**config.mk**
```make
export PLATFORM = sky130hd
export DESIGN_NAME = adsr_env
export DESIGN_NICKNAME = d
export VERILOG_FILES = /design/src/rtl/adsr_env.sv
export SDC_FILE = /design/constraint.sdc
export NUM_CORES = 1
export LEC_CHECK = 0
export BUFFER_PORTS_ARGS = -buffer_cell sky130_fd_sc_hd__buf_2
export CAP_MARGIN = 20
export CORE_ASPECT_RATIO = 1.4
export CORE_MARGIN = 10
export CORE_UTILIZATION = 40
export DETAILED_ROUTE_END_ITERATION = 7
export GPL_TIMING_DRIVEN = 0
export PLACE_DENSITY = 0.75
export SLEW_MARGIN = 25
export SYNTH_ARGS = -nofsm -noshare
export SYNTH_HDL_FRONTEND = slang
export SYNTH_SLANG_ARGS = --single-unit
```
**constraint.sdc**
```tcl
create_clock -name clk -period 3.9 [get_ports clk]
set_clock_uncertainty 0.05 [all_clocks]
set_input_delay 0.195 -clock clk [delete_from_list [all_inputs] [get_ports clk]]
set_output_delay 0.195 -clock clk [all_outputs]
set_load 0.01 [all_outputs]
```
**src/rtl/adsr_env.sv**
```systemverilog
// adsr_env: parametrised ADSR envelope generator, one instance per voice.
// The level moves one step per (stage interval + 1) clocks. Gate rise always
// restarts ATTACK. Gate fall releases from any gated state.
// Optional HOLD stage between ATTACK and DECAY: define ADSR_HOLD_EN, which
// also adds the hold_int port.
module adsr_env #(
  parameter int OUT_W = 7,
  parameter int INT_W = 22
) (
  input  logic             clk,
  input  logic             rst_n,
  input  logic             gate,
  input  logic             retrig_zero,
  input  logic [INT_W-1:0] a_int,
  input  logic [INT_W-1:0] d_int,
  input  logic [INT_W-1:0] r_int,
`ifdef ADSR_HOLD_EN
  input  logic [INT_W-1:0] hold_int,
`endif
  input  logic [OUT_W-1:0] sus_lvl,
  output logic [OUT_W-1:0] level,
  output logic             running,
  output logic             done,
  output logic [2:0]       state
);

  typedef enum logic [2:0] {
    IDLE    = 3'd0,
    ATTACK  = 3'd1,
    DECAY   = 3'd2,
    SUSTAIN = 3'd3,
    RELEASE = 3'd4,
    HOLD    = 3'd5
  } state_e;

  localparam logic [OUT_W-1:0] LVL_MAX  = '1;
  localparam logic [OUT_W-1:0] LVL_ZERO = '0;
  localparam logic [OUT_W-1:0] LVL_ONE  = OUT_W'(1);

`ifdef ADSR_HOLD_EN
  localparam state_e PEAK_NEXT = HOLD;
`else
  localparam state_e PEAK_NEXT = DECAY;
`endif

  state_e           state_q, state_d;
  logic [OUT_W-1:0] level_q, level_d;
  logic [OUT_W-1:0] lvl_up, lvl_dn;
  logic [INT_W-1:0] cnt_q, cnt_d, cur_int;
  logic             gate_q;
  logic             done_q, done_d;
  logic             rise, fall, timed, tick;

  assign rise   = gate & ~gate_q;
  assign fall   = ~gate & gate_q;
  assign lvl_up = level_q + LVL_ONE;
  assign lvl_dn = level_q - LVL_ONE;

  // Pick the live interval of the current stage; IDLE and SUSTAIN are untimed.
  always_comb begin
    cur_int = '0;
    timed   = 1'b0;
    case (state_q)
      ATTACK:  begin cur_int = a_int;    timed = 1'b1; end
      DECAY:   begin cur_int = d_int;    timed = 1'b1; end
      RELEASE: begin cur_int = r_int;    timed = 1'b1; end
`ifdef ADSR_HOLD_EN
      HOLD:    begin cur_int = hold_int; timed = 1'b1; end
`endif
      default: ;
    endcase
  end

  // >= rather than ==: an interval cut below the running count ticks at once
  // instead of letting the counter run all the way around.
  assign tick = timed & (cnt_q >= cur_int);

  // Next state and level. Priority is rise, then fall, then the stage tick.
  always_comb begin
    state_d = state_q;
    level_d = level_q;
    if (rise) begin
      state_d = ATTACK;
      if (retrig_zero) level_d = LVL_ZERO;
    end else if (fall && state_q != IDLE && state_q != RELEASE) begin
      state_d = RELEASE;
    end else begin
      case (state_q)
        ATTACK: if (tick) begin
          // A retrigger that starts at MAX just leaves on the first tick.
          if (level_q != LVL_MAX) level_d = lvl_up;
          if (level_q == LVL_MAX || lvl_up == LVL_MAX) state_d = PEAK_NEXT;
        end
        DECAY: if (tick) begin
          if (level_q == LVL_ZERO || lvl_dn <= sus_lvl) begin
            // Land exactly on the sustain level. A zero sustain ends the note.
            level_d = sus_lvl;
            state_d = (sus_lvl == LVL_ZERO) ? IDLE : SUSTAIN;
          end else begin
            level_d = lvl_dn;
          end
        end
        SUSTAIN: level_d = sus_lvl;
        RELEASE: if (tick) begin
          if (level_q <= LVL_ONE) begin
            level_d = LVL_ZERO;
            state_d = IDLE;
          end else begin
            level_d = lvl_dn;
          end
        end
`ifdef ADSR_HOLD_EN
        HOLD: if (tick) state_d = DECAY;
`endif
        default: ;
      endcase
    end
  end

  // Stage timer restarts on every stage change, on rise and on each step.
  always_comb begin
    if (rise || state_d != state_q || tick || !timed) cnt_d = '0;
    else                                              cnt_d = cnt_q + INT_W'(1);
    done_d = (state_d == IDLE) && (state_q != IDLE);
  end

  // State, level, timer, gate history and the done pulse.
  always_ff @(posedge clk or negedge rst_n) begin
    if (!rst_n) begin
      state_q <= IDLE;
      level_q <= '0;
      cnt_q   <= '0;
      gate_q  <= 1'b0;
      done_q  <= 1'b0;
    end else begin
      state_q <= state_d;
      level_q <= level_d;
      cnt_q   <= cnt_d;
      gate_q  <= gate;
      done_q  <= done_d;
    end
  end

  assign level   = level_q;
  assign state   = state_q;
  assign running = (state_q != IDLE);
  assign done    = done_q;

endmodule

```
# Word-level counts from Yosys, hierarchy flattened
# Index checks and enable logic that the tools add are counted.
[word_totals]
reg_bits = 34
out_inout_bits = 12
[classes]
bitwise = 5
addsub = 3
n_mux = 23
n_lt_le_gt_ge = 3
eq_ne = 15
n_reduce_logical = 16
[op_table]
columns = ["operator", "n"]
rows = [
  ["$pmux W22 S3", 1],
  ["$mux W7", 9],
  ["$pmux W7 S4", 1],
  ["$mux W3", 8],
  ["$add A22 B1 Y22 const B", 1],
  ["$ge A22 B22 Y1", 1],
  ["$mux W22", 1],
  ["$ne A3 B3 Y1 const B", 5],
  ["$eq A7 B7 Y1 const B", 2],
  ["$logic_not A7 Y1", 2],
  ["$pmux W3 S3", 1],
  ["$add A7 B1 Y7 const B", 1],
  ["$le A7 B1 Y1 const B", 1],
  ["$le A7 B7 Y1", 1],
  ["$ne A7 B7 Y1 const B", 1],
  ["$reduce_and A7 Y1", 1],
  ["$sub A7 B1 Y7 const B", 1],
  ["$eq A3 B2 Y1 const B", 2],
  ["$logic_or A1 B1 Y1", 5],
  ["$reduce_bool A5 Y1", 1],
  ["$ne A2 B2 Y1 const B", 2],
  ["$and A1 B1 Y1", 3],
  ["$eq A3 B1 Y1 const B", 1],
  ["$eq A3 B3 Y1 const B", 1],
  ["9 further kinds", 12],
]

# Logic depth before layout (Yosys ltp)
[depth]
depth_word = 13
ltp_mapped = 15
depth_no_buf = 13

# Worst setup path before layout
# OpenSTA, ideal clock, no wires.
[synth_timing]
kind = "reg-to-reg"
from = "register level_q[0], in the netlist level[0]"
to = "register level_q[4], in the netlist level[4]"
path_stages_with_launch = 15
n_path_buf = 1
slack_ns = 0.533
required_ns = 3.724
t_arrival_ns = 3.191
setup_time_ns = 0.126
cell_sequence = "dfrtp_1 -> clkbuf_2 -> inv_1 -> ha_1 -> or3b_4 -> o31ai_2 -> nand2_1 -> ha_1 -> a21oi_1 -> nand3_1 -> nor2_1 -> o32ai_4 -> nor4b_1 -> a221o_1 -> a221o_1"
[synth_via]
elab_chain_len = 8
[synth_lines]
columns = ["item", "line_no", "source"]
rows = [
  ["start: declaration", "47", "logic [OUT_W-1:0] level_q, level_d;"],
  ["start signal: assignment", "137", "level_q <= level_d;"],
  ["$sub A7 B1 Y7", "57", "assign lvl_dn = level_q - LVL_ONE;"],
  ["$le A7 B7 Y1", "95", "if (level_q == LVL_ZERO || lvl_dn <= sus_lvl) begin"],
  ["$logic_or A1 B1 Y1", "95", ""],
  ["$mux W7", "95", ""],
  ["$mux W7", "94", "DECAY: if (tick) begin"],
  ["$pmux W7 S4", "88", "case (state_q)"],
  ["$mux W7", "85", "end else if (fall && state_q != IDLE && state_q != RELEASE) begin"],
  ["$mux W7", "82", "if (rise) begin"],
]
# Several ways; a longest one is shown, not always the timed one. The select of a mux whose other input is x is not followed.
# A chain may end at the register's enable or synchronous reset.

# Worst setup path in the final report
# Ends and elaborated chain as after synthesis.

==> summary by stage <==
Yosys
The synthesized net count is approximately 520. For this run, the register share of the synthesized area comes to 0.258. The most used flip-flop cell after synthesis is sky130_fd_sc_hd__dfrtp_1. The instance count of the mapped netlist is about 410.

The compound-cell area share of the yosys netlist is 0.254. Of the total synthesized cell area, the portion taken by XOR and XNOR cells is 0.0665. The async set-reset flop share out of synthesis is 1.00. The register bit count reported by yosys is 34. The number of distinct library cells after synthesis is 63. The cell area after synthesis is around 3300 um^2. The multiplexer share of the synthesized area is 0. A synthesized cell averages about 8.0 um^2.

Yosys mapped a number of flops with a built-in enable equal to 0. After synthesis, the largest family of logic cells by area is compound AO/OA/AOI/OAI gates. The total number of yosys warnings is 0.

Of the total synthesized cell area, the portion taken by full adders, half adders and majority gates is 0.129. Of the total synthesized cell area, the portion taken by AND, OR, NAND and NOR gates is 0.246.

CTS
CTS built an H-tree with a depth of 2. After clock tree synthesis, the clock-pin slew on the worst setup and hold paths is approximately 60 ps. The library cell used as clock root buffer is sky130_fd_sc_hd__clkbuf_16.

The CTS buffer count is 5. The count of clock tree sinks is 34. TritonCTS built the clock tree. The clock reaches the later pin of the worst-skew pair after between 200 and 300 ps. In this run the deepest clock path goes through 2 buffers.

GRT
The first global-routing pass estimated approximately 17 mm of wire. For this run, global-route usage on met3 was measured as 0.0399. Entering global routing, the biggest net connects 35 pins. The met1 global-route usage is 0.180. The via count of the first global-routing pass is 3572.

The most congested layer reported by global routing is met2. Global routing finished with a remaining overflow of 0. The total track usage is 0.163. The initial antenna violation count is 0. The met2 capacity usage during global routing is 0.296.

Placed design
The setup slack at placement is -41.6 ps. The weighted congestion at the end of routability-driven global placement is between 0.9 and 1. Port buffering added 88 buffers.

The placed wire-length estimate is ~8 mm.

Route
The count of nets left with antenna violations once routing finished came out at 0. In this run, the number of DRC markers left after iteration 0 of detailed routing was roughly 140. The length of the first detailed-routing pass in iterations is 4. The sum of routed wire length over all layers is between 10 and 15 mm. The routed length per placed instance is approximately 17 um.

The final routed DRC violation total is 0. Dividing the detail-routed via count by the number of cells gives about 5.7. The detailed router placed between 3k and 4k vias in this run.

Floorplan
The number of cell rows is 39. The die outline area is 12300 um^2. The starting density of the core is 0.406. Pin placement for this block handled 89 I/O pins. The floorplan step defined a core boundary enclosing 8100 um^2.

The die is about 97 um wide. From bottom edge to top edge, the die measures 127 um.

Power and ir drop
The worst voltage drop across the vdd grid is 0.401 mV. For this design the static power due to leakage is 1.97 nW. The cell area power density is a little under 500 nW/um^2.

The design draws just over 0.002 W.

Layout
For this run, the post-layout net count is ~620. The filler cells instantiated in the layout total just under 800. The number of antenna diodes in the final layout is 0. The top cell types in the final layout, fill and taps aside, are sky130_fd_sc_hd__buf_2, sky130_fd_sc_hd__nor2_1, sky130_fd_sc_hd__a21oi_1. The leading cell type in the layout, fill and taps excluded is sky130_fd_sc_hd__buf_2. Compared with the post-synthesis result, the final layout area differs by 25.9%. The share of cells above drive strength 1 is 0.276.

Setup path
The number of cells on the worst reg-to-reg path is 14. In this run the critical register-to-register path is captured at level[4]$_DFFE_PN0P_. The launch instance of the worst register-to-register path is level[0]$_DFFE_PN0P_.

The critical path is of the reg -> reg type. The biggest fanout along the worst timing path is 8. STA puts the critical path data required time at 4020 ps. The most critical setup path has its startpoint at level[0]$_DFFE_PN0P_. The minimum setup slack among reg-to-reg paths is approximately 160 ps.

The worst setup path is captured at a flop. The data arrival time at the worst-slack endpoint is around 3900 ps. The kind of start point of the critical path is a flop.

Timing
The final count of pins violating max slew is 0. The worst path in the final design needs a cycle of about 3700 ps, including I/O delays and setup. In this run the tightest slew margin relative to its limit is 0.484. At the pin with the least slew margin, the transition time is just under 800 ps. Setup violations remaining at the end of the flow were counted as 0. The hold violation count in the final report is 0. For this run, the top clock speed supported by timing is between 0.2 and 0.3 GHz. Once routing completed, OpenROAD measured the worst setup slack at roughly 160 ps. Setup repair after global routing left no endpoint under its margin.

Dividing the final minimum period by the clock period gives 0.958.

Run
Across the run, the number of max-cap violations was 0.

Hold path
The worst hold path begins at gate. The worst hold path belongs to the class in -> reg. The path with the worst hold slack has its endpoint at gate_q$_DFF_PN0_. Counting instances, the worst hold path has a depth of 1.

Status
The flow ran to the end, and the final reports show no timing, DRC or antenna violations.
-- registers in the layout (all words and copies together) (netlist names) --
register  flops
gate_q        1
done          1
level         7
cnt_q        22
state         3
-- synth_stat cells (3+ instances only) --
cell                        instances  area, um^2
sky130_fd_sc_hd__buf_2              4        20.0
sky130_fd_sc_hd__a22oi_1           23         173
sky130_fd_sc_hd__nand3_1           17        85.1
sky130_fd_sc_hd__nand2b_1           5        31.3
sky130_fd_sc_hd__clkbuf_1          13        48.8
sky130_fd_sc_hd__xor2_1            17         149
sky130_fd_sc_hd__inv_1             14        52.6
sky130_fd_sc_hd__o21ai_0            8        40.0
sky130_fd_sc_hd__nand2_1           32         120
sky130_fd_sc_hd__nor2_2             4        25.0
sky130_fd_sc_hd__or2_1              3        18.8
sky130_fd_sc_hd__o31ai_1            3        22.5
sky130_fd_sc_hd__nand4_1           10        62.6
sky130_fd_sc_hd__a21o_1             6        45.0
sky130_fd_sc_hd__ha_1              34         425
sky130_fd_sc_hd__a21oi_1           39         195
sky130_fd_sc_hd__and2_1             3        18.8
sky130_fd_sc_hd__nor2b_1            3        18.8
sky130_fd_sc_hd__nor2_1            61         229
sky130_fd_sc_hd__a31oi_1            6        37.5
sky130_fd_sc_hd__nor3_1             7        35.0
sky130_fd_sc_hd__dfrtp_1           34         851
sky130_fd_sc_hd__xnor2_1            8        70.1
sky130_fd_sc_hd__a2111oi_0          4        35.0
sky130_fd_sc_hd__and3_1             6        37.5
-- power breakdown --
group          switching (W)  internal (W)  total [W]
logic               0.000640      0.000423    0.00106
registers          0.0000495      0.000388   0.000437
clock network       0.000164      0.000367   0.000532
-- final cells by class --
cell class | count | area (um^2) | area share
buffer | 21 | 111 | 0.0269
clock buffer | 5 | 125 | 0.0302
clock inverter | 3 | 68.8 | 0.0166
inverter | 15 | 56.3 | 0.0136
multi-input combinational | 341 | 2350 | 0.568
sequential | 34 | 851 | 0.205
tap | 102 | 128 | 0.0308
timing repair buffer | 89 | 450 | 0.109
-- worst max-delay path by stage --
stage                            to  slack (ps)  depth (start not counted)
2_1_floorplan  level[4]$_DFFE_PN0P_         530                         14
3_3_place_gp   level[4]$_DFFE_PN0P_          50                         14
3_5_place_dp   level[4]$_DFFE_PN0P_         -40                         14
4_1_cts        level[4]$_DFFE_PN0P_          40                         15
5_1_grt        level[4]$_DFFE_PN0P_           3                         14
6_report       level[4]$_DFFE_PN0P_         160                         14
-- critical path, cell delays in order (launching register included) --
cell	delay, ps
sky130_fd_sc_hd__dfrtp_1	440
sky130_fd_sc_hd__clkbuf_2	190
sky130_fd_sc_hd__inv_1	100
sky130_fd_sc_hd__ha_2	230
sky130_fd_sc_hd__or3b_4	430
sky130_fd_sc_hd__o31ai_2	270
sky130_fd_sc_hd__nand2_1	100
sky130_fd_sc_hd__ha_1	340
sky130_fd_sc_hd__nand4_1	140
sky130_fd_sc_hd__or2_1	270
sky130_fd_sc_hd__nand2_1	160
sky130_fd_sc_hd__o32ai_4	140
sky130_fd_sc_hd__nor4b_1	160
sky130_fd_sc_hd__a221o_1	290
sky130_fd_sc_hd__a221o_1	290
-- through the flow --
| step | setup TNS [ps] | std cells | hold slack, ps | util | area [um^2] |
|---|---|---|---|---|---|
| floorplan | 0 | 411 | -151 | - | 3290 |
| detailed placement | -55.3 | 601 | 276 | 0.477 | 3860 |
| CTS | 0 | 610 | 1.85 | 0.503 | 4070 |
| finish | 0 | 610 | 11.6 | 0.512 | 4150 |
| global route | 0 | 610 | 6.99 | 0.512 | 4150 |
| global placement | 0 | 601 | 258 | 0.477 | 3860 |
-- what timing repair did --
action / in CTS / in global routing
pin swaps: 0 / 1
endpoints found under the hold margin: 34 / 0
buffers inserted: 0 / 0
setup endpoints to repair: 8 / 30
hold buffers: 1 / 0
resized for setup: 4 / 30
-- kinds of logic (layout without fill, tap and decap cells) --
kind of cell | count (synthesis) | count (layout)
AOI/OAI and AO/OA | 117 | 117
DFF | 34 | 34
and+or+nand+nor | 165 | 165
adders and majority gates | 34 | 34
buffers and inverters | 36 | 133
xor gates and xnor gates | 25 | 25
-- metal layers --
| metal | share of wire | routed length, um |
|---|---|---|
| met5 | 0 | 0 |
| met4 | 0.019 | 195 |
| met3 | 0.061 | 626 |
| met2 | 0.51 | 5230 |
| met1 | 0.41 | 4240 |
Power figures use the tool's default switching activity.
